`src/rtl/taxi_pkg.sv`:
```
`default_nettype none
// +--------------------------------------------------------------------------+
// | taxi_pkg : shared state encodings, default tariff and datapath width     |
// | Revision : 1.0                                                           |
// +--------------------------------------------------------------------------+
package taxi_pkg;
   localparam int DW = 16;

   localparam logic [2:0] IDLE    = 3'd0;
   localparam logic [2:0] HIRED   = 3'd1;
   localparam logic [2:0] STOPPED = 3'd2;
   localparam logic [2:0] FREEZE  = 3'd3;
   localparam logic [2:0] SETTLE  = 3'd4;

   localparam int DEF_INIT    = 10;
   localparam int DEF_PER     = 2;
   localparam int DEF_ADDMILE = 7;
endpackage
`default_nettype wire

```
`src/rtl/taxi_wheel_sync.sv`:
```
`default_nettype none
// +--------------------------------------------------------------------------+
// | taxi_wheel_sync : wheel synchroniser, edge detect, pulse-to-km divider   |
// | Revision : 1.0                                                           |
// +--------------------------------------------------------------------------+
module taxi_wheel_sync
   import taxi_pkg::*;
#(
   parameter int PULSES_PER_KM = 100
) (
   input  logic          clk,
   input  logic          rst,
   input  logic          wheel_raw,
   input  logic          count_en,
   input  logic          clear,
   output logic          wpulse,
   output logic [DW-1:0] distance
);
   localparam int            CW      = (PULSES_PER_KM > 1) ? $clog2(PULSES_PER_KM) : 1;
   localparam logic [CW-1:0] CNT_MAX = CW'(PULSES_PER_KM - 1);

   logic          sync1, sync2, sync_prev, pulse_r;
   logic [CW-1:0] cnt_r, cnt_nxt;
   logic [DW-1:0] dist_r, dist_nxt;

   always_comb begin
      cnt_nxt  = cnt_r;
      dist_nxt = dist_r;
      if (clear) begin
         cnt_nxt  = '0;
         dist_nxt = '0;
      end else if (count_en && pulse_r) begin
         if (cnt_r == CNT_MAX) begin
            cnt_nxt = '0;
            // distance saturates rather than wrapping back to zero
            if (dist_r != '1)
               dist_nxt = dist_r + 16'd1;
         end else begin
            cnt_nxt = cnt_r + 1'b1;
         end
      end
   end

   always_ff @(posedge clk) begin
      if (!rst) begin
         sync1     <= 1'b0;
         sync2     <= 1'b0;
         sync_prev <= 1'b0;
         pulse_r   <= 1'b0;
         cnt_r     <= '0;
         dist_r    <= '0;
      end else begin
         sync1     <= wheel_raw;
         sync2     <= sync1;
         sync_prev <= sync2;
         pulse_r   <= sync2 & ~sync_prev;
         cnt_r     <= cnt_nxt;
         dist_r    <= dist_nxt;
      end
   end

   assign wpulse   = pulse_r;
   assign distance = dist_r;
endmodule
`default_nettype wire

```
`src/rtl/taxi_trip_ctrl.sv`:
```
`default_nettype none
// +--------------------------------------------------------------------------+
// | taxi_trip_ctrl : trip sequencer controlling the fare unit                |
// | Revision : 1.0                                                           |
// +--------------------------------------------------------------------------+
module taxi_trip_ctrl
   import taxi_pkg::*;
#(
   parameter int PULSES_PER_KM = 100,
   parameter int STOP_TICKS    = 1000,
   parameter int SETTLE_TICKS  = 5000
) (
   input  logic          clk,
   input  logic          rst,
   input  logic          start_req,
   input  logic          end_req,
   input  logic          wheel_raw,
   input  logic          cfg_load,
   input  logic [2:0]    cfg_init,
   input  logic [2:0]    cfg_per,
   input  logic [2:0]    cfg_addmile,
   input  logic [DW-1:0] fare_in,
   output logic [DW-1:0] distance,
   output logic          meter_clear,
   output logic          meter_set,
   output logic [2:0]    cfg_init_o,
   output logic [2:0]    cfg_per_o,
   output logic [2:0]    cfg_addmile_o,
   output logic [DW-1:0] fare_hold,
   output logic [2:0]    state_o,
   output logic          trip_done
);
   localparam int            SW       = (STOP_TICKS > 1) ? $clog2(STOP_TICKS) : 1;
   localparam int            TW       = (SETTLE_TICKS > 1) ? $clog2(SETTLE_TICKS) : 1;
   localparam logic [SW-1:0] STOP_MAX = SW'(STOP_TICKS - 1);
   localparam logic [TW-1:0] SETL_MAX = TW'(SETTLE_TICKS - 1);

   logic [2:0]    state_r, state_nxt;
   logic [SW-1:0] stop_cnt;
   logic [TW-1:0] settle_cnt;
   logic          freeze_cnt;
   logic          wpulse;
   logic          dist_clear;
   logic          count_en;

   assign count_en = (state_r == HIRED) || (state_r == STOPPED);

   taxi_wheel_sync #(
      .PULSES_PER_KM (PULSES_PER_KM)
   ) u_wheel (
      .clk       (clk),
      .rst       (rst),
      .wheel_raw (wheel_raw),
      .count_en  (count_en),
      .clear     (dist_clear),
      .wpulse    (wpulse),
      .distance  (distance)
   );

   always_comb begin
      state_nxt  = state_r;
      dist_clear = 1'b0;
      case (state_r)
         IDLE: begin
            if (start_req) begin
               state_nxt  = HIRED;
               dist_clear = 1'b1;
            end
         end
         HIRED: begin
            if (end_req)
               state_nxt = FREEZE;
            else if (!wpulse && stop_cnt == STOP_MAX)
               state_nxt = STOPPED;
         end
         STOPPED: begin
            if (end_req)
               state_nxt = FREEZE;
            else if (wpulse)
               state_nxt = HIRED;
         end
         FREEZE: begin
            if (freeze_cnt)
               state_nxt = SETTLE;
         end
         SETTLE: begin
            // a new hire overrides the settle timeout
            if (start_req) begin
               state_nxt  = HIRED;
               dist_clear = 1'b1;
            end else if (settle_cnt == SETL_MAX) begin
               state_nxt  = IDLE;
               dist_clear = 1'b1;
            end
         end
         default: begin
            state_nxt  = IDLE;
            dist_clear = 1'b1;
         end
      endcase
   end

   always_ff @(posedge clk) begin
      if (!rst) begin
         state_r       <= IDLE;
         stop_cnt      <= '0;
         settle_cnt    <= '0;
         freeze_cnt    <= 1'b0;
         fare_hold     <= '0;
         trip_done     <= 1'b0;
         meter_set     <= 1'b0;
         cfg_init_o    <= '0;
         cfg_per_o     <= '0;
         cfg_addmile_o <= '0;
      end else begin
         state_r <= state_nxt;

         if (state_r == HIRED && state_nxt == HIRED && !wpulse)
            stop_cnt <= stop_cnt + 1'b1;
         else
            stop_cnt <= '0;

         if (state_r == SETTLE && state_nxt == SETTLE)
            settle_cnt <= settle_cnt + 1'b1;
         else
            settle_cnt <= '0;

         // two FREEZE cycles let the registered fare catch up with distance
         freeze_cnt <= (state_r == FREEZE) && !freeze_cnt;
         trip_done  <= (state_r == FREEZE) && freeze_cnt;
         if (state_r == FREEZE && freeze_cnt)
            fare_hold <= fare_in;

         if (state_r == IDLE && cfg_load) begin
            meter_set     <= 1'b1;
            cfg_init_o    <= cfg_init;
            cfg_per_o     <= cfg_per;
            cfg_addmile_o <= cfg_addmile;
         end
      end
   end

   assign meter_clear = (state_r == IDLE);
   assign state_o     = state_r;
endmodule
`default_nettype wire

```
`config.mk`:
```
export PLATFORM = sky130hd
export DESIGN_NAME = taxi_trip_ctrl
export DESIGN_NICKNAME = d
export VERILOG_FILES = /design/src/rtl/taxi_pkg.sv /design/src/rtl/taxi_wheel_sync.sv /design/src/rtl/taxi_trip_ctrl.sv
export SDC_FILE = /design/constraint.sdc
export NUM_CORES = 1
export LEC_CHECK = 0
export CORE_MARGIN = 4
export CORE_UTILIZATION = 50
export DETAILED_ROUTE_END_ITERATION = 10
export GPL_TIMING_DRIVEN = 0
export PLACE_DENSITY = 0.86
export SYNTH_ARGS = -nofsm -noshare
export SYNTH_HDL_FRONTEND = slang
export SYNTH_HIERARCHICAL = 1
export SYNTH_SLANG_ARGS = --single-unit
```
`constraint.sdc`:
```
create_clock -name clk -period 3.4 [get_ports clk]
set_clock_uncertainty 0.2 [all_clocks]
set_input_delay 0.68 -clock clk [delete_from_list [all_inputs] [get_ports clk]]
set_output_delay 0.68 -clock clk [all_outputs]
set_load 0.05 [all_outputs]
```
==> PnR_summary.wiki, run 1 <==
{| class="wikitable"
! Metric !! Value
|-
| Outcome || complete, no violations
|-
| Slew @ Worst Pin || 0.5457 ns
|-
| Delay of the slowest cell on the worst path || 0.86 ns
|-
| Final standard cell count with taps included and fillers excluded || 598
|-
| Most instantiated cells after synthesis || dfxtp_1 (81), nand2_1 (73), nor2_1 (39)
|-
| Most common cell in the netlist || dfxtp_1
|-
| Cells on Worst Hold Path || 1
|-
| Reg-to-reg critical path endpoint || u_wheel/distance[15]$_SDFFE_PP0P_
|-
| Remaining Overflow, GRT || 0
|-
| Buffers from clock root to sink, at most || 2
|-
| Core region area || 6832 um^2
|-
| Post-synthesis mux area share || 0.008511
|-
| Path type of the worst min-delay path || reg -> reg
|-
| Overall die width || 92.01 um
|-
| Hold Startpoint || u_wheel/sync_prev$_SDFF_PN0_
|-
| Nature of the critical path endpoint || output pin
|-
| Bufs and invs on worst path || 2
|-
| Compound-cell area share of the yosys netlist || 0.1376
|-
| Average wire length per cell after detail routing || 13.66 um
|-
| Via total after detailed routing || 3213
|-
| CTS clock-pin slew for the worst setup and hold paths || 0.08 ns
|-
| Combinational family with the most area after synthesis || simple AND/OR/NAND/NOR gates
|-
| Synth Net Count || 444
|-
| Worst hold endpoint || u_wheel/wpulse$_SDFF_PN0_
|-
| Global router's overall resource usage || 0.2023
|-
| Setup TNS || 0 ns
|-
| Area share of and/or/nand/nor cells after synthesis || 0.2887
|-
| Worst Path Required || 2.52 ns
|-
| TritonCTS buffer count || 9
|-
| Biggest area consumer among synthesized cells || dfxtp_1
|-
| Fraction of final layout cells sized beyond drive strength 1 || 0.06773
|-
| Top post-synthesis cells by area || dfxtp_1 (46%), nand2_1 (7.8%), a21boi_0 (4.7%)
|-
| Worst reg2reg setup slack || 0.60 ns
|-
| Post-synth EDFFs || 0
|-
| Critical path's top delay family || buffers and inverters
|-
| Number of max-slew violations in the final report || 0
|-
| Type of the worst setup path || reg -> out
|-
| Standard-cell rows || 30
|-
| Unrepaired setup endpoints after global routing || false
|-
| Placed instance count || 582
|-
| Number of buffers inserted for hold repair after clock tree synthesis || 0
|-
| CTS tree || yes
|-
| Final cycle utilization of the critical path || 0.8499
|-
| Placed wire-length estimate after detailed placement || 6.054 mm
|-
| Fraction of synthesized cell area in xor and xnor cells || 0.05957
|-
| Wire length reported by the detailed router || 8.168 mm
|-
| Post-synthesis average cell area || 8.627 um^2
|-
| Share of the core filled with cells || 0.6773
|-
| Cts repair resizes || 0
|-
| Routability Congestion || 0.8857
|-
| Post-synthesis instance area || 3528 um^2
|-
| Depth of the worst register-to-register path || 8
|-
| Arrival time worst endpoint || 2.01 ns
|-
| Clock tree root buffer cell || clkbuf_8
|-
| Via count of the first global-routing pass || 3167
|-
| Antenna violation net count after detailed routing || 0
|-
| Drc violations || 0
|-
| Maximum clock frequency || 0.3461 GHz
|-
| Most used flip-flop cell after synthesis || dfxtp_1
|-
| Cell variety after synth || 48
|-
| Net count of the finished layout || 532
|-
| Sequential-to-total area share from yosys stat || 0.4596
|-
| Leakage power figure || 1.491 nW
|-
| Final Critical Period || 2.890 ns
|-
| Critical-path top delay cell || clkdlybuf4s50_1
|-
| Max Cap Violations || 0
|-
| Final Hold Violating Endpoints || 0
|-
| Port-buffer cells || 77
|-
| Routed via count divided by cell count || 5.373
|-
| Pwr per Cell Area || 411.9 nW/um^2
|-
| Ports || 78
|-
| Area growth, synth to finish || 31.13%
|-
| Startpoint class of the critical path || flip-flop
|-
| Die ar. || 8465 um^2
|-
| Area share of the leading cell type in the synthesized netlist || 0.4596
|-
| Synthesis Warnings || 6
|-
| Clock network latency to the later pin of the worst-skew pair || 0.34 ns
|-
| Share of synthesized cell area in full adder, half adder and majority cells || 0.01418
|-
| Number of cells produced by synthesis || 409
|-
| Seq cells post-synth || 81
|-
| Final worst setup slack || 0.5104 ns
|-
| Initial Util || 0.5165
|-
| Iteration-0 DRC Markers || 200
|-
| Number of detailed-route iterations in the first pass || 4
|-
| Critical Path Fanout Max || 10
|-
| Initial antenna violation count || 0
|-
| Max-slew headroom || 0.6342
|-
| Critical Path, Cell by Cell || buf_2 > nor3_2 > clkdlybuf4s50_1
|-
| ANT cells || 0
|-
| Worst vdd rail ir drop || 0.2956 mV
|-
| Post-placement setup slack || 0.6506 ns
|-
| # clock sinks || 81
|-
| Global-route wire length before repair || 14.03 mm
|-
| Die Y || 92.01 um
|-
| Share of flip-flops with an asynchronous set or reset after synthesis || 0
|-
| Number of H-tree levels || 3
|-
| Pin count of the biggest net entering global routing || 13
|-
| Final-report setup violation count || 0
|-
| Buffers inserted during post-CTS setup optimization || 0
|-
| Worst reg2reg path startpoint || state_o[1]$_SDFF_PN0_
|}
-- metrics by stage --
| stage | instance area [um^2] | hold slack [ns] | total power [mW] |
|---|---|---|---|
| floorplan | 3528 | 0.1674 | 1.121 |
| global placement | 4419 | 0.1762 | 1.204 |
| detailed placement | 4419 | 0.1750 | 1.208 |
| CTS | 4627 | 0.1897 | 1.927 |
| global route | 4627 | 0.2190 | 1.988 |
| finish | 4627 | 0.1879 | 1.906 |
-- worst reg2reg max path, stage by stage, from the launching register on --
cell      delay [ns]
dfxtp_1         0.41
buf_2           0.25
xnor2_1         0.10
nor2_1          0.25
nand4b_1        0.17
or4_1           0.53
buf_2           0.18
or4_1           0.48
a21oi_1         0.17
-- layout by cell type (no fill, tap or decap), types with 6 or more instances in the layout --
master	Yosys	final
or4_1	9	9
clkbuf_8	0	12
nand2_1	73	73
nor2_1	39	39
xnor2_1	18	18
inv_1	9	9
a21boi_0	22	22
buf_2	6	6
clkdlybuf4s50_1	0	77
a21oi_1	18	18
clkbuf_1	7	9
nand4_1	9	9
and2_1	6	6
xor2_1	6	6
nor3_1	8	8
o31ai_1	8	8
o21ai_0	8	8
nand3_1	17	17
dfxtp_1	81	81
-- cell families (layout without fill, tap and decap cells) --
family | count (synthesis) | count (layout)
buffers and inverters | 25 | 118
XOR/XNOR | 24 | 24
multiplexers | 3 | 3
AND/OR/NAND/NOR | 202 | 202
AO/OA/AOI/OAI | 70 | 70
flip-flops | 81 | 81
adder cells (fa/ha/maj) | 4 | 4
-- layout make-up --
cell class	count	area (um^2)
well taps	96	120.1
clock buffers	14	172.7
repair buffers	77	770.7
flip-flops and latches	81	1622
multi-input cells	303	1794
clock inverters	2	35.03
inverters	10	37.54
plain buffers	15	75.07
fillers	577	2205
-- where the power goes --
part,leakage [nW],internal (mW),switching [mW],total (mW)
registers,0.655,0.964,0.00996,0.974
clock network,0.107,0.399,0.320,0.719
logic,0.730,0.0871,0.126,0.213
total,1.49,1.45,0.456,1.91
-- layer usage --
layer / track usage / part of all wire / up-vias
met5: 0 / 0 / -
met4: 0.06683 / 0.019 / 0
met3: 0.05824 / 0.061 / 17
met2: 0.3571 / 0.50 / 98
met1: 0.2342 / 0.42 / 1498
li1: - / - / 1600
-- state kept, by name, summed over array words and instances (netlist names), 3 cells and up --
| register | count |
|---|---|
| state_o | 3 |
| u_wheel/distance | 16 |
| cfg_addmile_o | 3 |
| cfg_per_o | 3 |
| cfg_init_o | 3 |
| stop_cnt | 10 |
| settle_cnt | 13 |
| fare_hold | 16 |
| u_wheel/cnt_r | 7 |
-- worst max path at each step --
stage	startpoint	end	slack, ns	cells after the start
after floorplan	state_o[1]$_SDFF_PN0_	u_wheel/distance[15]$_SDFFE_PP0P_	0.51	8
after global placement	state_o[1]$_SDFF_PN0_	u_wheel/distance[15]$_SDFFE_PP0P_	0.69	8
after detailed placement	state_o[1]$_SDFF_PN0_	u_wheel/distance[15]$_SDFFE_PP0P_	0.65	8
after CTS	state_o[2]$_SDFF_PN0_	meter_clear	0.50	3
after global routing	state_o[1]$_SDFF_PN0_	u_wheel/distance[15]$_SDFFE_PP0P_	0.42	8
final	state_o[2]$_SDFF_PN0_	meter_clear	0.51	3
(Power assumes the default switching activity.)
==> run 2, diff against run 1 <==
==> constraint.sdc (replaced) <==
create_clock -name clk -period 2.75 [get_ports clk]
set_clock_uncertainty 0.2 [all_clocks]
set_input_delay 0.55 -clock clk [delete_from_list [all_inputs] [get_ports clk]]
set_output_delay 0.55 -clock clk [all_outputs]
set_load 0.05 [all_outputs]
==> PnR_summary.wiki, run 2 (synthesis gave the netlist of run 1 again) <==
{| class="wikitable"
! Metric !! Value
|-
| Die Y || 92.01 um (unchanged)
|-
| Startpoint class of the critical path || flip-flop (unchanged)
|-
| Antenna violation net count after detailed routing || 0 (unchanged)
|-
| Setup TNS || 0 ns (unchanged)
|-
| Max-slew headroom || 0.6425 (was 0.6342)
|-
| Slew @ Worst Pin || 0.5346 ns (was 0.5457 ns)
|-
| Max Cap Violations || 0 (unchanged)
|-
| Share of the core filled with cells || 0.6811 (was 0.6773)
|-
| Number of detailed-route iterations in the first pass || 4 (unchanged)
|-
| Ports || 78 (unchanged)
|-
| Drc violations || 0 (unchanged)
|-
| Overall die width || 92.01 um (unchanged)
|-
| Remaining Overflow, GRT || 0 (unchanged)
|-
| Most common cell after layout, fill and taps aside || dfxtp_1 (unchanged)
|-
| Detailed-routed wire length on met2 || 4.493 mm (was 4.055 mm)
|-
| Port-buffer cells || 77 (unchanged)
|-
| # clock sinks || 81 (unchanged)
|-
| Via total after detailed routing || 3204 (was 3213)
|-
| Path type of the worst min-delay path || reg -> reg (unchanged)
|-
| Critical Path, Cell by Cell || buf_4 > xnor2_1 > nor2_2 > nand4b_1 > or4_1 > buf_2 > or4_1 > a21oi_2 (was buf_2 > nor3_2 > clkdlybuf4s50_1)
|-
| Routability Congestion || 0.8654 (was 0.8857)
|-
| Routed via count divided by cell count || 5.349 (was 5.373)
|-
| Worst hold endpoint || u_wheel/wpulse$_SDFF_PN0_ (unchanged)
|-
| Via count of the first global-routing pass || 3117 (was 3167)
|-
| Final Critical Period || 2.615 ns
|-
| Final Hold Violating Endpoints || 0 (unchanged)
|-
| Initial antenna violation count || 0 (unchanged)
|-
| Worst reg2reg path startpoint || state_o[1]$_SDFF_PN0_ (unchanged)
|-
| Arrival time worst endpoint || 2.69 ns (was 2.01 ns)
|-
| Commonest cells after routing, fill and taps aside || dfxtp_1 (79), clkdlybuf4s50_1 (76), nand2_1 (73), nor2_1 (38), a21boi_0 (22) (was dfxtp_1 (81), clkdlybuf4s50_1 (77), nand2_1 (73), nor2_1 (39), a21boi_0 (22))
|-
| TritonCTS buffer count || 9 (unchanged)
|-
| Global-route wire length before repair || 14.18 mm (was 14.03 mm)
|-
| Routed length on met1 || 3.609 mm (was 3.455 mm)
|-
| Worst reg2reg setup slack || 0.14 ns (was 0.60 ns)
|-
| Core region area || 6832 um^2 (unchanged)
|-
| Final-report setup violation count || 0 (unchanged)
|-
| CTS clock-pin slew for the worst setup and hold paths || 0.08 ns (about the same)
|-
| Average wire length per cell after detail routing || 14.25 um (was 13.66 um)
|-
| Worst vdd rail ir drop || 0.3786 mV (was 0.2956 mV)
|-
| Clock network latency to the later pin of the worst-skew pair || 0.35 ns (was 0.34 ns)
|-
| Net count of the finished layout || 533 (was 532)
|-
| Maximum clock frequency || 0.3824 GHz
|-
| Detailed route wirelength on metal3 || 376 um (was 500 um)
|-
| Type of the worst setup path || reg -> reg (was reg -> out)
|-
| Clock tree root buffer cell || clkbuf_8 (unchanged)
|-
| Worst Path Required || 2.82 ns (was 2.52 ns)
|-
| CTS tree || yes (unchanged)
|-
| Pwr per Cell Area || 516.5 nW/um^2 (was 411.9 nW/um^2)
|-
| Tot Pwr || 2.403 mW (was 1.906 mW)
|-
| Fraction of final layout cells sized beyond drive strength 1 || 0.07952 (was 0.06773)
|-
| Number of max-slew violations in the final report || 0 (unchanged)
|-
| Fillcell total || 549 (was 577)
|-
| Pin count of the biggest net entering global routing || 14 (was 13)
|-
| Unrepaired setup endpoints after global routing || false (unchanged)
|-
| Global router's overall resource usage || 0.2058 (was 0.2023)
|-
| Final cycle utilization of the critical path || 0.9508
|-
| Highest routed metal layer || met4 (unchanged)
|-
| Area growth, synth to finish || 31.88% (was 31.13%)
|-
| Depth of the worst register-to-register path || 8 (unchanged)
|-
| ANT cells || 0 (unchanged)
|-
| Wire length reported by the detailed router || 8.536 mm (was 8.168 mm)
|-
| Number of H-tree levels || 3 (unchanged)
|-
| Critical-path top delay cell || or4_1 (was clkdlybuf4s50_1)
|-
| Outcome || complete, no violations (unchanged)
|-
| Buffers from clock root to sink, at most || 2 (unchanged)
|-
| Initial Util || 0.5165 (unchanged)
|-
| Leakage power figure || 1.498 nW (was 1.491 nW)
|-
| Delay of the slowest cell on the worst path || 0.52 ns (was 0.86 ns)
|-
| Library cell appearing most often on the critical path || or4_1
|-
| Number of buffers inserted for hold repair after clock tree synthesis || 0 (unchanged)
|-
| Reg-to-reg critical path endpoint || u_wheel/distance[15]$_SDFFE_PP0P_ (unchanged)
|-
| Standard-cell rows || 30 (unchanged)
|-
| Nature of the critical path endpoint || flip-flop (was output pin)
|-
| Hold Startpoint || u_wheel/sync_prev$_SDFF_PN0_ (unchanged)
|-
| Iteration-0 DRC Markers || 182 (was 200)
|-
| Placed wire-length estimate after detailed placement || 6.337 mm (was 6.054 mm)
|-
| Critical Path Fanout Max || 10 (unchanged)
|-
| Cells on Worst Hold Path || 1 (unchanged)
|-
| Die ar. || 8465 um^2 (unchanged)
|}
## run 2: final cells by class
cell class,count,area [um^2],area share
Buffer,15,78.83,0.01694
Tap cell,96,120.1,0.02581
Timing Repair Buffer,78,780.7,0.1678
Clock inverter,5,80.08,0.01721
Inverter,10,37.54,0.008067
Clock buffer,11,131.4,0.02823
Multi-Input combinational cell,303,1800,0.3869
Sequential cell,81,1624,0.3490
## run 2: worst max-delay path: cells and delay by family, from the launching register on
family / cells / cell delay, ns
simple gates: 4 / 1.36
flops: 1 / 0.35
buf+inv: 2 / 0.35
compound gates: 1 / 0.15
xor+xnor: 1 / 0.13
## run 2: where the power goes
part	internal, mW	switching [mW]	total, mW
Combinational	0.113	0.157	0.270
Sequential	1.19	0.0115	1.20
Clock	0.511	0.419	0.930
Total	1.82	0.588	2.40
## run 2: what timing repair did
action | 4_1_cts | 5_1_grt
setup buffers | 0 | 1
setup endpoints to repair | 0 | 5
gates resized for setup | 0 | 7
## run 2: worst max path at each step
stage                     cells past startpoint  slack [ns]             startpoint                                 to
after global routing                          8       0.006  state_o[1]$_SDFF_PN0_  u_wheel/distance[15]$_SDFFE_PP0P_
after detailed placement                      8        0.05  state_o[1]$_SDFF_PN0_  u_wheel/distance[15]$_SDFFE_PP0P_
after CTS                                     3      0.0005  state_o[2]$_SDFF_PN0_                        meter_clear
final                                         8        0.14  state_o[1]$_SDFF_PN0_  u_wheel/distance[15]$_SDFFE_PP0P_
after global placement                        8         0.1  state_o[1]$_SDFF_PN0_  u_wheel/distance[15]$_SDFFE_PP0P_
after floorplan                               8        0.07  state_o[1]$_SDFF_PN0_  u_wheel/distance[15]$_SDFFE_PP0P_
## run 2: routing by layer
layer / global-route usage / up-vias
met5: 0 / -
met4: 0.03837 / 0
met3: 0.05906 / 5
met2: 0.3875 / 69
met1: 0.2303 / 1528
li1: - / 1602
## run 2: through the flow
stage	worst slack, ns	instances	hold slack, ns	cell area (um^2)
after global placement	0.09549	582	0.1754	4422
after CTS	0.0004836	598	0.1976	4633
after global routing	0.005749	599	0.2129	4653
final	0.1352	599	0.1931	4653
after detailed placement	0.05289	582	0.1856	4422
after floorplan	0.06800	409	0.1674	3531
==> run 3, diff against run 2 <==
--- a/config.mk
+++ b/config.mk
@@ -8,9 +8,7 @@
 export CORE_MARGIN = 4
 export CORE_UTILIZATION = 50
 export DETAILED_ROUTE_END_ITERATION = 10
-export GPL_TIMING_DRIVEN = 0
-export PLACE_DENSITY = 0.86
+export PLACE_DENSITY = 0.87
 export SYNTH_ARGS = -nofsm -noshare
 export SYNTH_HDL_FRONTEND = slang
-export SYNTH_HIERARCHICAL = 1
 export SYNTH_SLANG_ARGS = --single-unit
==> PnR_summary.wiki, run 3 <==
{| class="wikitable"
! Metric !! Value
|-
| Final-report setup violation count || 0 (unchanged)
|-
| Max Cap Violations || 0 (unchanged)
|-
| Area growth, synth to finish || 28.98% (was 31.88%)
|-
| Number of max-slew violations in the final report || 0 (unchanged)
|-
| Nature of the critical path endpoint || output pin (was flip-flop)
|-
| Setup TNS || 0 ns (unchanged)
|-
| Cts repair resizes || 0 (unchanged)
|-
| Startpoint class of the critical path || flip-flop (unchanged)
|-
| Commonest cells after routing, fill and taps aside || dfxtp_1 (81), clkdlybuf4s50_1 (76), nand2_1 (67), nor2_1 (52), a21boi_0 (25) (was dfxtp_1 (79), clkdlybuf4s50_1 (76), nand2_1 (73), nor2_1 (38), a21boi_0 (22))
|-
| Iteration-0 DRC Markers || 143 (was 182)
|-
| Critical Path, Cell by Cell || clkdlybuf4s50_1 (was buf_4 > xnor2_1 > nor2_2 > nand4b_1 > or4_1 > buf_2 > or4_1 > a21oi_2)
|-
| Delay of the slowest cell on the worst path || 0.90 ns (was 0.52 ns)
|-
| Routability Congestion || 0.7981 (was 0.8654)
|-
| Fraction of final layout cells sized beyond drive strength 1 || 0.05882 (was 0.07952)
|-
| Wire length reported by the detailed router || 7.558 mm (was 8.536 mm)
|-
| Outcome || complete, no violations (unchanged)
|-
| Via count of the first global-routing pass || 2819 (was 3117)
|-
| Tot Pwr || 2.159 mW (was 2.403 mW)
|-
| Port-buffer cells || 77 (unchanged)
|-
| Global-route wire length before repair || 12.90 mm (was 14.18 mm)
|-
| Share of flip-flops with an asynchronous set or reset after synthesis || 0 (unchanged)
|-
| Clock network latency to the later pin of the worst-skew pair || 0.35 ns (about the same)
|-
| Biggest area consumer among synthesized cells || dfxtp_1 (unchanged)
|-
| Core region area || 6495 um^2 (was 6832 um^2)
|-
| Synth Net Count || 428 (was 444)
|-
| Synthesis Warnings || 0 (was 6)
|-
| Routed via count divided by cell count || 5.353 (was 5.349)
|-
| Worst hold endpoint || u_wheel.wpulse$_SDFF_PN0_ (was u_wheel/wpulse$_SDFF_PN0_)
|-
| Buffers from clock root to sink, at most || 2 (unchanged)
|-
| Standard-cell rows || 29 (was 30)
|-
| Most used flip-flop cell after synthesis || dfxtp_1 (unchanged)
|-
| Worst reg2reg setup slack || 0.42 ns (was 0.14 ns)
|-
| Cells on Worst Hold Path || 1 (unchanged)
|-
| Depth of the worst register-to-register path || 5 (was 8)
|-
| Average wire length per cell after detail routing || 13.67 um (was 14.25 um)
|-
| Post-synth EDFFs || 0 (unchanged)
|-
| Sequential-to-total area share from yosys stat || 0.4725 (was 0.4596)
|-
| Clock tree root buffer cell || clkbuf_8 (unchanged)
|-
| TritonCTS buffer count || 9 (unchanged)
|-
| Bufs and invs on worst path || 1 (was 2)
|-
| Drc violations || 0 (unchanged)
|-
| Arrival time worst endpoint || 1.88 ns (was 2.69 ns)
|-
| Most common cell after layout, fill and taps aside || dfxtp_1 (unchanged)
|-
| Reg-to-reg critical path endpoint || u_wheel.distance[8]$_SDFFE_PP0P_ (was u_wheel/distance[15]$_SDFFE_PP0P_)
|-
| ANT cells || 0 (unchanged)
|-
| Critical-path top delay cell || clkdlybuf4s50_1 (was or4_1)
|-
| # clock sinks || 81 (unchanged)
|-
| Pin count of the biggest net entering global routing || 33 (was 14)
|-
| Hold Startpoint || u_wheel.sync_prev$_SDFF_PN0_ (was u_wheel/sync_prev$_SDFF_PN0_)
|-
| Worst Path Required || 2.00 ns (was 2.82 ns)
|-
| Pwr per Cell Area || 487.6 nW/um^2 (was 516.5 nW/um^2)
|-
| Die ar. || 8254 um^2 (was 8465 um^2)
|-
| CTS clock-pin slew for the worst setup and hold paths || 0.08 ns (about the same)
|-
| Number of cells produced by synthesis || 393 (was 409)
|-
| Die Y || 90.85 um (was 92.01 um)
|-
| Worst vdd rail ir drop || 0.3065 mV (was 0.3786 mV)
|-
| Final Hold Violating Endpoints || 0 (unchanged)
|-
| Cell variety after synth || 48 (unchanged)
|-
| Critical path's top delay family || buffers and inverters (was simple AND/OR/NAND/NOR gates)
|-
| Net count of the finished layout || 506 (was 533)
|-
| Final Critical Period || 2.631 ns (was 2.615 ns)
|-
| Worst reg2reg path startpoint || state_o[1]$_SDFF_PN0_ (unchanged)
|-
| Via total after detailed routing || 2960 (was 3204)
|-
| Seq cells post-synth || 81 (unchanged)
|-
| Most common cell in the netlist || dfxtp_1 (unchanged)
|-
| Ports || 78 (unchanged)
|-
| Final cycle utilization of the critical path || 0.9569 (was 0.9508)
|-
| Antenna violation net count after detailed routing || 0 (unchanged)
|-
| Post-synthesis instance area || 3432 um^2 (was 3528 um^2)
|-
| Overall die width || 90.85 um (was 92.01 um)
|-
| Buffers inserted during post-CTS setup optimization || 0 (unchanged)
|-
| Share of the core filled with cells || 0.6816 (was 0.6811)
|-
| CTS tree || yes (unchanged)
|-
| Area share of the leading cell type in the synthesized netlist || 0.4725 (was 0.4596)
|-
| Maximum clock frequency || 0.3800 GHz (was 0.3824 GHz)
|-
| Slew @ Worst Pin || 0.6360 ns (was 0.5346 ns)
|-
| Unrepaired setup endpoints after global routing || false (unchanged)
|-
| Placed wire-length estimate after detailed placement || 5.561 mm (was 6.337 mm)
|-
| Post-synthesis average cell area || 8.733 um^2 (was 8.627 um^2)
|-
| Path type of the worst min-delay path || reg -> reg (unchanged)
|-
| Number of buffers inserted for hold repair after clock tree synthesis || 0 (unchanged)
|-
| Number of detailed-route iterations in the first pass || 4 (unchanged)
|-
| Max-slew headroom || 0.5760 (was 0.6425)
|-
| Number of H-tree levels || 3 (unchanged)
|-
| Most instantiated cells after synthesis || dfxtp_1 (81), nand2_1 (67), nor2_1 (52) (was dfxtp_1 (81), nand2_1 (73), nor2_1 (39))
|-
| Critical Path Fanout Max || 14 (was 10)
|-
| Global router's overall resource usage || 0.1904 (was 0.2058)
|-
| Type of the worst setup path || reg -> out (was reg -> reg)
|-
| Top post-synthesis cells by area || dfxtp_1 (47%), nand2_1 (7.3%), xnor2_1 (5.9%) (was dfxtp_1 (46%), nand2_1 (7.8%), a21boi_0 (4.7%))
|-
| Initial antenna violation count || 0 (unchanged)
|-
| Leakage power figure || 1.489 nW (was 1.498 nW)
|-
| Remaining Overflow, GRT || 0 (unchanged)
|-
| Initial Util || 0.5284 (was 0.5165)
|}
[run 3: changes by cell type in the layout (fill, tap and decap cells not counted), sizes merged, moves of 4 or more]
cell    delta
clkbuf     -7
o31ai      -8
buf        -6
nand3      +4
xnor2      +5
xor2       +6
a21oi     -10
nand2      -6
nor2      +14
or4       -11
and3       +4
[run 3: area by class of cell]
type,instances,area [um^2]
Multi-Input combinational cell,291,1719
Timing Repair Buffer,80,795.8
Sequential cell,81,1622
Clock buffer,11,131.4
Inverter,8,30.03
Fill cell,517,2068
Tap cell,77,96.34
Clock inverter,5,32.53
[run 3: metal layers]
layer / share of wire / GRT usage
met1: 0.41 / 0.2168
met2: 0.51 / 0.3261
met3: 0.055 / 0.06333
met4: 0.027 / 0.07915
met5: 0 / 0
[run 3: power by group]
group          internal, mW  leakage (nW)  switching, mW  total, mW
Combinational        0.0928         0.759          0.121      0.213
Clock                 0.325        0.0753          0.413      0.738
Sequential             1.19         0.655         0.0175       1.21
Total                  1.61          1.49          0.552       2.16
[run 3: how the worst max path moves through the flow]
stage	startpoint	slack, ns	to	cells past startpoint
after floorplan	u_wheel.distance[10]$_SDFFE_PP0P_	0.28	u_wheel.distance[8]$_SDFFE_PP0P_	5
after global placement	start_req	0.38	u_wheel.distance[8]$_SDFFE_PP0P_	6
after detailed placement	start_req	0.32	u_wheel.distance[8]$_SDFFE_PP0P_	6
after CTS	state_o[0]$_SDFF_PN0_	0.05	meter_clear	2
after global routing	state_o[1]$_SDFF_PN0_	0.05	state_o[1]	1
final	state_o[1]$_SDFF_PN0_	0.12	state_o[1]	1
[run 3: logic make-up (layout without fill, tap and decap cells)]
family,count (synthesis),count (layout),share of synthesized area
simple gates,203,203,0.2924
flops,81,81,0.4725
compound gates,47,47,0.09479
xor+xnor,35,35,0.09151
buf+inv,21,104,0.02807
fa+ha+maj,4,4,0.01458
mux,2,2,0.006197
[run 3: per-stage QoR]
stage | hold WS, ns | worst slack (ns) | instances | cell area, um^2
6_report | 0.1842 | 0.1186 | 553 | 4427
5_1_grt | 0.2172 | 0.04645 | 553 | 4427
4_1_cts | 0.1873 | 0.05362 | 553 | 4424
3_5_place_dp | 0.1754 | 0.3203 | 537 | 4260
3_3_place_gp | 0.1724 | 0.3814 | 537 | 4260
2_1_floorplan | 0.1674 | 0.2841 | 393 | 3437
